==> src/rtl/ne16_streamout_scheduler.sv <==
// NE16 streamout scheduler: walks accumulator columns in order, one-hot enabling each
// column and steering the store_out serializer until every column has delivered its beats.
module ne16_streamout_scheduler #(
  parameter int unsigned NR_COLUMN = 9,
  parameter int unsigned BEAT_W    = 8,
  localparam int unsigned COL_W    = $clog2(NR_COLUMN + 1)
) (
  input  logic                 clk_i,
  input  logic                 rst_ni,
  input  logic                 clear_i,
  input  logic                 start_i,
  input  logic [COL_W-1:0]     nr_cols_i,
  input  logic [BEAT_W-1:0]    nr_beats_i,
  input  logic                 out_valid_i,
  input  logic                 out_ready_i,
  output logic [NR_COLUMN-1:0] enable_acc_o,
  output logic [COL_W-1:0]     ser_sel_o,
  output logic                 ser_first_o,
  output logic                 ser_last_o,
  output logic                 clear_des_o,
  output logic                 busy_o,
  output logic                 done_o
);

  typedef enum logic [1:0] {StIdle, StArm, StStream, StDone} state_e;

  state_e              state_q, state_d;
  logic [COL_W-1:0]    cols_q, cols_d;
  logic [BEAT_W-1:0]   beats_q, beats_d;
  logic [COL_W-1:0]    col_cnt_q, col_cnt_d;
  logic [BEAT_W-1:0]   beat_cnt_q, beat_cnt_d;
  logic                handshake, last_col, last_beat, stream;

  assign handshake = out_valid_i & out_ready_i;
  assign last_col  = (col_cnt_q == cols_q - COL_W'(1));
  assign last_beat = (beat_cnt_q == beats_q - BEAT_W'(1));
  assign stream    = (state_q == StStream);

  always_comb begin
    state_d    = state_q;
    cols_d     = cols_q;
    beats_d    = beats_q;
    col_cnt_d  = col_cnt_q;
    beat_cnt_d = beat_cnt_q;
    unique case (state_q)
      StIdle: begin
        if (start_i) begin
          cols_d  = (nr_cols_i > COL_W'(NR_COLUMN)) ? COL_W'(NR_COLUMN) : nr_cols_i;
          beats_d = nr_beats_i;
          state_d = StArm;
        end
      end
      StArm: begin
        col_cnt_d  = '0;
        beat_cnt_d = '0;
        // An empty pass still pulses clear_des and done, but never enables a column.
        state_d    = (cols_q == '0 || beats_q == '0) ? StDone : StStream;
      end
      StStream: begin
        if (handshake) begin
          if (last_beat) begin
            beat_cnt_d = '0;
            if (last_col) begin
              col_cnt_d = '0;
              state_d   = StDone;
            end else begin
              col_cnt_d = col_cnt_q + COL_W'(1);
            end
          end else begin
            beat_cnt_d = beat_cnt_q + BEAT_W'(1);
          end
        end
      end
      StDone:  state_d = StIdle;
      default: state_d = StIdle;
    endcase
    if (clear_i) begin
      state_d    = StIdle;
      cols_d     = '0;
      beats_d    = '0;
      col_cnt_d  = '0;
      beat_cnt_d = '0;
    end
  end

  always_ff @(posedge clk_i or negedge rst_ni) begin
    if (!rst_ni) begin
      state_q    <= StIdle;
      cols_q     <= '0;
      beats_q    <= '0;
      col_cnt_q  <= '0;
      beat_cnt_q <= '0;
    end else begin
      state_q    <= state_d;
      cols_q     <= cols_d;
      beats_q    <= beats_d;
      col_cnt_q  <= col_cnt_d;
      beat_cnt_q <= beat_cnt_d;
    end
  end

  // Outputs decode only registered state, so they move solely on clock edges with a handshake.
  always_comb begin
    enable_acc_o = '0;
    for (int i = 0; i < NR_COLUMN; i++) begin
      enable_acc_o[i] = stream && (col_cnt_q == COL_W'(i));
    end
    ser_sel_o   = stream ? col_cnt_q : '0;
    ser_first_o = stream && (col_cnt_q == '0) && (beat_cnt_q == '0);
    ser_last_o  = stream && last_col && last_beat;
    clear_des_o = (state_q == StArm);
    busy_o      = (state_q == StArm) || stream;
    done_o      = (state_q == StDone);
  end

endmodule

==> config.mk <==
export PLATFORM = sky130hd
export DESIGN_NAME = ne16_streamout_scheduler
export DESIGN_NICKNAME = d
export VERILOG_FILES = /design/src/rtl/ne16_streamout_scheduler.sv
export SDC_FILE = /design/constraint.sdc
export NUM_CORES = 1
export LEC_CHECK = 0
export CAP_MARGIN = 0
export CORE_UTILIZATION = 54
export CTS_BUF_LIST = sky130_fd_sc_hd__clkbuf_4
export DETAILED_ROUTE_END_ITERATION = 7
export PLACE_DENSITY = 0.82
export SYNTH_ARGS = -nofsm -noshare
export SYNTH_HDL_FRONTEND = slang
export SYNTH_SLANG_ARGS = --single-unit
==> constraint.sdc <==
create_clock -name clk_i -period 3.2 [get_ports clk_i]
set_input_delay 0.32 -clock clk_i [delete_from_list [all_inputs] [get_ports clk_i]]
set_output_delay 0.32 -clock clk_i [all_outputs]
set_load 0.02 [all_outputs]
### Word level (Yosys, flattened, before mapping)

Index checks and enable logic that the tools add are counted.

* flip-flop bits (word level): 26
* word-level logic and storage cells: 78
* input bits: 18

* order comparisons: 1
* bitwise operators: 1
* mux-type cells: 24
* eq/ne operators: 17
* $add $sub $neg: 4
* reduce and logical (&&, ||, !) cells: 26

Operators by type and width (number)
* two-way mux 8 bit: 6
* two-way mux 4 bit: 9
* equality test 4 x 3 -> 1 bit, second input constant: 4
* zero test 8 bit: 2
* case mux 8 bit (2 select lines): 1
* logical AND 1 bit: 12
* inequality test 3 bit, second input constant: 4
* two-way mux 2 bit: 5
* adder 8 x 1 -> 8 bit, second input constant: 1
* equality test 4 x 2 -> 1 bit, second input constant: 2
* equality test 8 bit: 1
* zero test 4 bit: 2
* case mux 2 bit (4 select lines): 1
* case mux 4 bit (2 select lines): 1
* subtractor 8 x 1 -> 8 bit, second input constant: 1
* adder 4 x 1 -> 4 bit, second input constant: 1
* equality test 2 bit, second input constant: 2
* equality test 4 x 1 -> 1 bit, second input constant: 1
* equality test 4 bit: 1
* equality test 4 bit, second input constant: 1
* greater-than comparator 4 bit, second input constant: 1
* AND reduction 2 bit: 2
* AND reduction 4 bit: 1
* nonzero test 2 bit: 2
* other kinds (8): 9

### Longest topological paths before layout

* word-level depth: 7
* gate-level depth with buffers: 10

### Worst setup path after synthesis

OpenSTA, ideal clock, no wires.

* kind: register to output
* from: reg beats_q[0]
* to: out ser_last_o
* buffers on the path: 0
* arrival: 2069 ps
* data required time: 2880 ps
* slack: 811 ps
* stages on the path, launching flop included: 9
* cells stage by stage: dfrtp_1 -> inv_1 -> ha_1 -> o21ba_2 -> a221oi_1 -> a41oi_1 -> or3_4 -> nor2_1 -> and3_1

* longest elaborated chain between the ends: 3

RTL lines
* start, declared: RTL line 29 `logic [BEAT_W-1:0] beats_q, beats_d;`
* start signal, assigned: RTL line 96 `beats_q <= beats_d;`
* subtractor 8 x 1 -> 8 bit: RTL line 36 `assign last_beat = (beat_cnt_q == beats_q - BEAT_W'(1));`
* equality test 8 bit: RTL line 36
* logical AND 1 bit: RTL line 110 `ser_last_o = stream && last_col && last_beat;`
* end, declared: RTL line 19 `output logic ser_last_o,`

No other way between the ends.

### Worst setup path after layout

* from: reg beats_q[1]
* to: out ser_last_o

The elaborated chain is that of the path after synthesis.

==> flow_metrics.py <==
metrics = {
    "drt": {
        "drc": 0,
        "drt-total-wl_um": 4168,
        "viasPerCell": 5.516,
        "drt_iter0_drc": 124,
        "ant_nets": 0,
        "drtPass1Iterations": 4,
        "vias": 1743,
        "avgRoutedWirePerCell_um": 13.19,
    },
    "power_and_ir_drop": {
        "power_mw": 1.184,
        "irDropWorstVdd_v": 0.0004703,
        "p_leak_nw": 0.9910,
        "power_density_nw_per_um2": 501.6,
    },
    "status": {
        "status": "complete, no violations",
    },
    "floorplan": {
        "placeableCoreArea_um2": 3390,
        "dieArea_um2": 3850,
        "design.portCount": 36,
        "die_h_um": 62.05,
        "placementRows": 21,
        "dieWidth_um": 62.05,
        "initial_core_util": 0.5744,
    },
    "yosys": {
        "synth-edff-count": 0,
        "postSynth.asyncResetShare": 1.000,
        "syn_avg_cell_area_um2": 8.180,
        "yosys_register_bits": 26,
        "synth-seq-area-share": 0.3342,
        "syn_inst": 238,
        "synth_area_um2": 1947,
        "synth_top_area_cell": "dfrtp_1",
        "yosys_most_used_dff": "dfrtp_1",
        "ys_top_cells_by_area": "dfrtp_1 33%, ha_1 9.0%, nand2_1 6.7%, xnor2_1 4.9%, a21oi_1 4.1%",
        "yosysMostFrequentCell": "nand2_1",
        "yosysUniqueCellTypes": 47,
        "synthTopCellsByCount": "35 x nand2_1, 26 x dfrtp_1, 21 x nor2_1",
        "synth_top_area_frac": 0.3342,
        "syn_nets": 270,
        "synth_warnings": 0,
    },
    "clock_network": {
        "cts_tree": "yes",
        "worstSkewPairLatency_ns": 0.34,
        "h-tree-depth": 1,
        "clock-sinks": 26,
        "clkTransAtPathRegs_ns": 0.15,
        "hold_buffers": 0,
        "cts_buffers": 3,
        "cts_buffer_depth": 2,
        "cts-root-buf": "clkbuf_4",
    },
    "layout": {
        "finalNetCount": 303,
        "multi_input_area_um2": 1190,
        "area_delta_synth_final_pct": 21.21,
        "drive_above_1_share": 0.06667,
        "nFillCells": 311,
        "seq_area_um2": 650.6,
        "diodes": 0,
    },
    "timing": {
        "period_share": 0.8971,
        "skew_ns": 0.009969,
        "setup_viol": 0,
        "rsz0062_at_grt": "no",
        "maxSlewViolCount": 0,
        "max_freq_mhz": 348.4,
        "hold_viol_final": 0,
        "worstMarginPinSlew_ns": 0.5223,
        "holdWs_ns": 0.3291,
        "fin_crit_ns": 2.871,
        "tns_ns": 0,
        "max_slew_margin": 0.6486,
    },
    "setup_path": {
        "arrival_ns": 2.55,
        "worstSetupStartpointType": "flop",
        "worstSetupPathType": "flop to primary output",
        "cp_max_fo": 5,
        "required_ns": 2.88,
        "rr_worst_depth": 9,
        "rrSetupSlack_ns": 0.51,
        "end_kind": "primary output",
    },
    "global_route": {
        "antenna_found_initial": 0,
        "grt_usage": 0.2390,
        "grt_pass1_vias": 1501,
        "grt_max_degree": 27,
        "grt.overflow.total": 0,
        "grt_pass1_wl_um": 6686,
    },
    "placed_design": {
        "gp_congestion": 0.8289,
        "dp_hpwl_um": 3181,
        "port_buffers": 35,
    },
    "worst_hold_path": {
        "hold_class": "input pin to asynchronous set/reset pin",
    },
    "flow_run": {
        "maxCapViolations": 0,
    },
}
==> area by class of cell <==
cell class                      count  share of cell area
Clock inverter                      1            0.001591
Multi-Input combinational cell    186              0.5042
Tap cell                           46             0.02439
Inverter                           14             0.02227
Clock buffer                        3            0.009544
Sequential cell                    26              0.2757
Timing Repair Buffer               40              0.1622
==> kinds of logic after synthesis <==
family                     count (synthesis)  share of synthesized area
AOI/OAI and AO/OA                         49                     0.1697
DFF                                       26                     0.3342
adders and majority gates                 14                    0.08998
buffers and inverters                     26                    0.05462
muxes                                      2                    0.01028
xor gates and xnor gates                  15                    0.06748
and+or+nand+nor                          106                     0.2738
==> metal layers <==
| layer | GRT usage | part of all wire | vias to the layer above |
|---|---|---|---|
| met3 | 0.03106 | 0.025 | 5 |
| met4 | 0.09206 | 0.016 | 0 |
| met1 | 0.3191 | 0.48 | 820 |
| met5 | 0 | 0 | - |
| met2 | 0.3936 | 0.48 | 32 |
| li1 | - | - | 886 |
==> layout by cell type, fill, tap and decap left out, types with 3 or more instances in the layout <==
| cell type | instances |
|---|---|
| a21o_1 | 3 |
| a21oi_1 | 16 |
| and2_1 | 5 |
| buf_4 | 5 |
| clkbuf_4 | 3 |
| clkdlybuf4s50_1 | 34 |
| dfrtp_1 | 26 |
| ha_1 | 14 |
| inv_1 | 14 |
| nand2_1 | 35 |
| nand2b_1 | 4 |
| nand3_1 | 6 |
| nand3b_1 | 3 |
| nor2_1 | 21 |
| nor3_1 | 12 |
| nor3b_1 | 5 |
| o21ai_0 | 9 |
| xnor2_1 | 11 |
| xor2_1 | 4 |
==> final timing paths <==
path	start	endpoint
min in group clk_i	nr_beats_i[1]	beats_q[1]
min	rst_ni	beat_cnt_q[7]
max reg2reg	beats_q[1]	col_cnt_q[2]
max	beats_q[1]	ser_last_o
min reg2reg	cols_q[1]	cols_q[1]
max in group asynchronous	rst_ni	state_q[1]
==> per-stage QoR <==
step / cells / setup WS (ns) / instance area (um2) / utilization
finish: 316 / 0.3293 / 2360 / 0.6962
CTS: 316 / 0.1448 / 2364 / 0.6973
detailed placement: 311 / 0.2158 / 2331 / 0.6877
global route: 316 / 0.1357 / 2360 / 0.6962
floorplan: 238 / 0.8109 / 1947 / -
global placement: 311 / 0.3100 / 2331 / 0.6877
==> power breakdown <==
group / internal (mW) / leakage [nW] / switching, mW
sequential: 0.366 / 0.356 / 0.0480
combinational: 0.268 / 0.620 / 0.351
clock: 0.0460 / 0.0154 / 0.104
==> worst max-delay path, cell delays in order, from the launching register on <==
cell and delay [ns]:
dfrtp_1 0.43, inv_1 0.09, ha_1 0.24, o21ba_2 0.22, a221oi_1 0.28, a41oi_1 0.09, or3_4 0.38, nor2_1 0.14
and3_1 0.18, clkbuf_2 0.17
==> registers in the layout (all words and copies together), names as in the netlist <==
signal      cells
col_cnt_q       4
beat_cnt_q      8
cols_q          4
state_q         2
beats_q         8
==> timing repair <==
item                       in CTS  in global routing
resized for setup               1                  2
pin swaps                       0                  0
setup endpoints to repair       1                  1
buffers inserted                1                  0
Power figures use the tool's default switching activity.
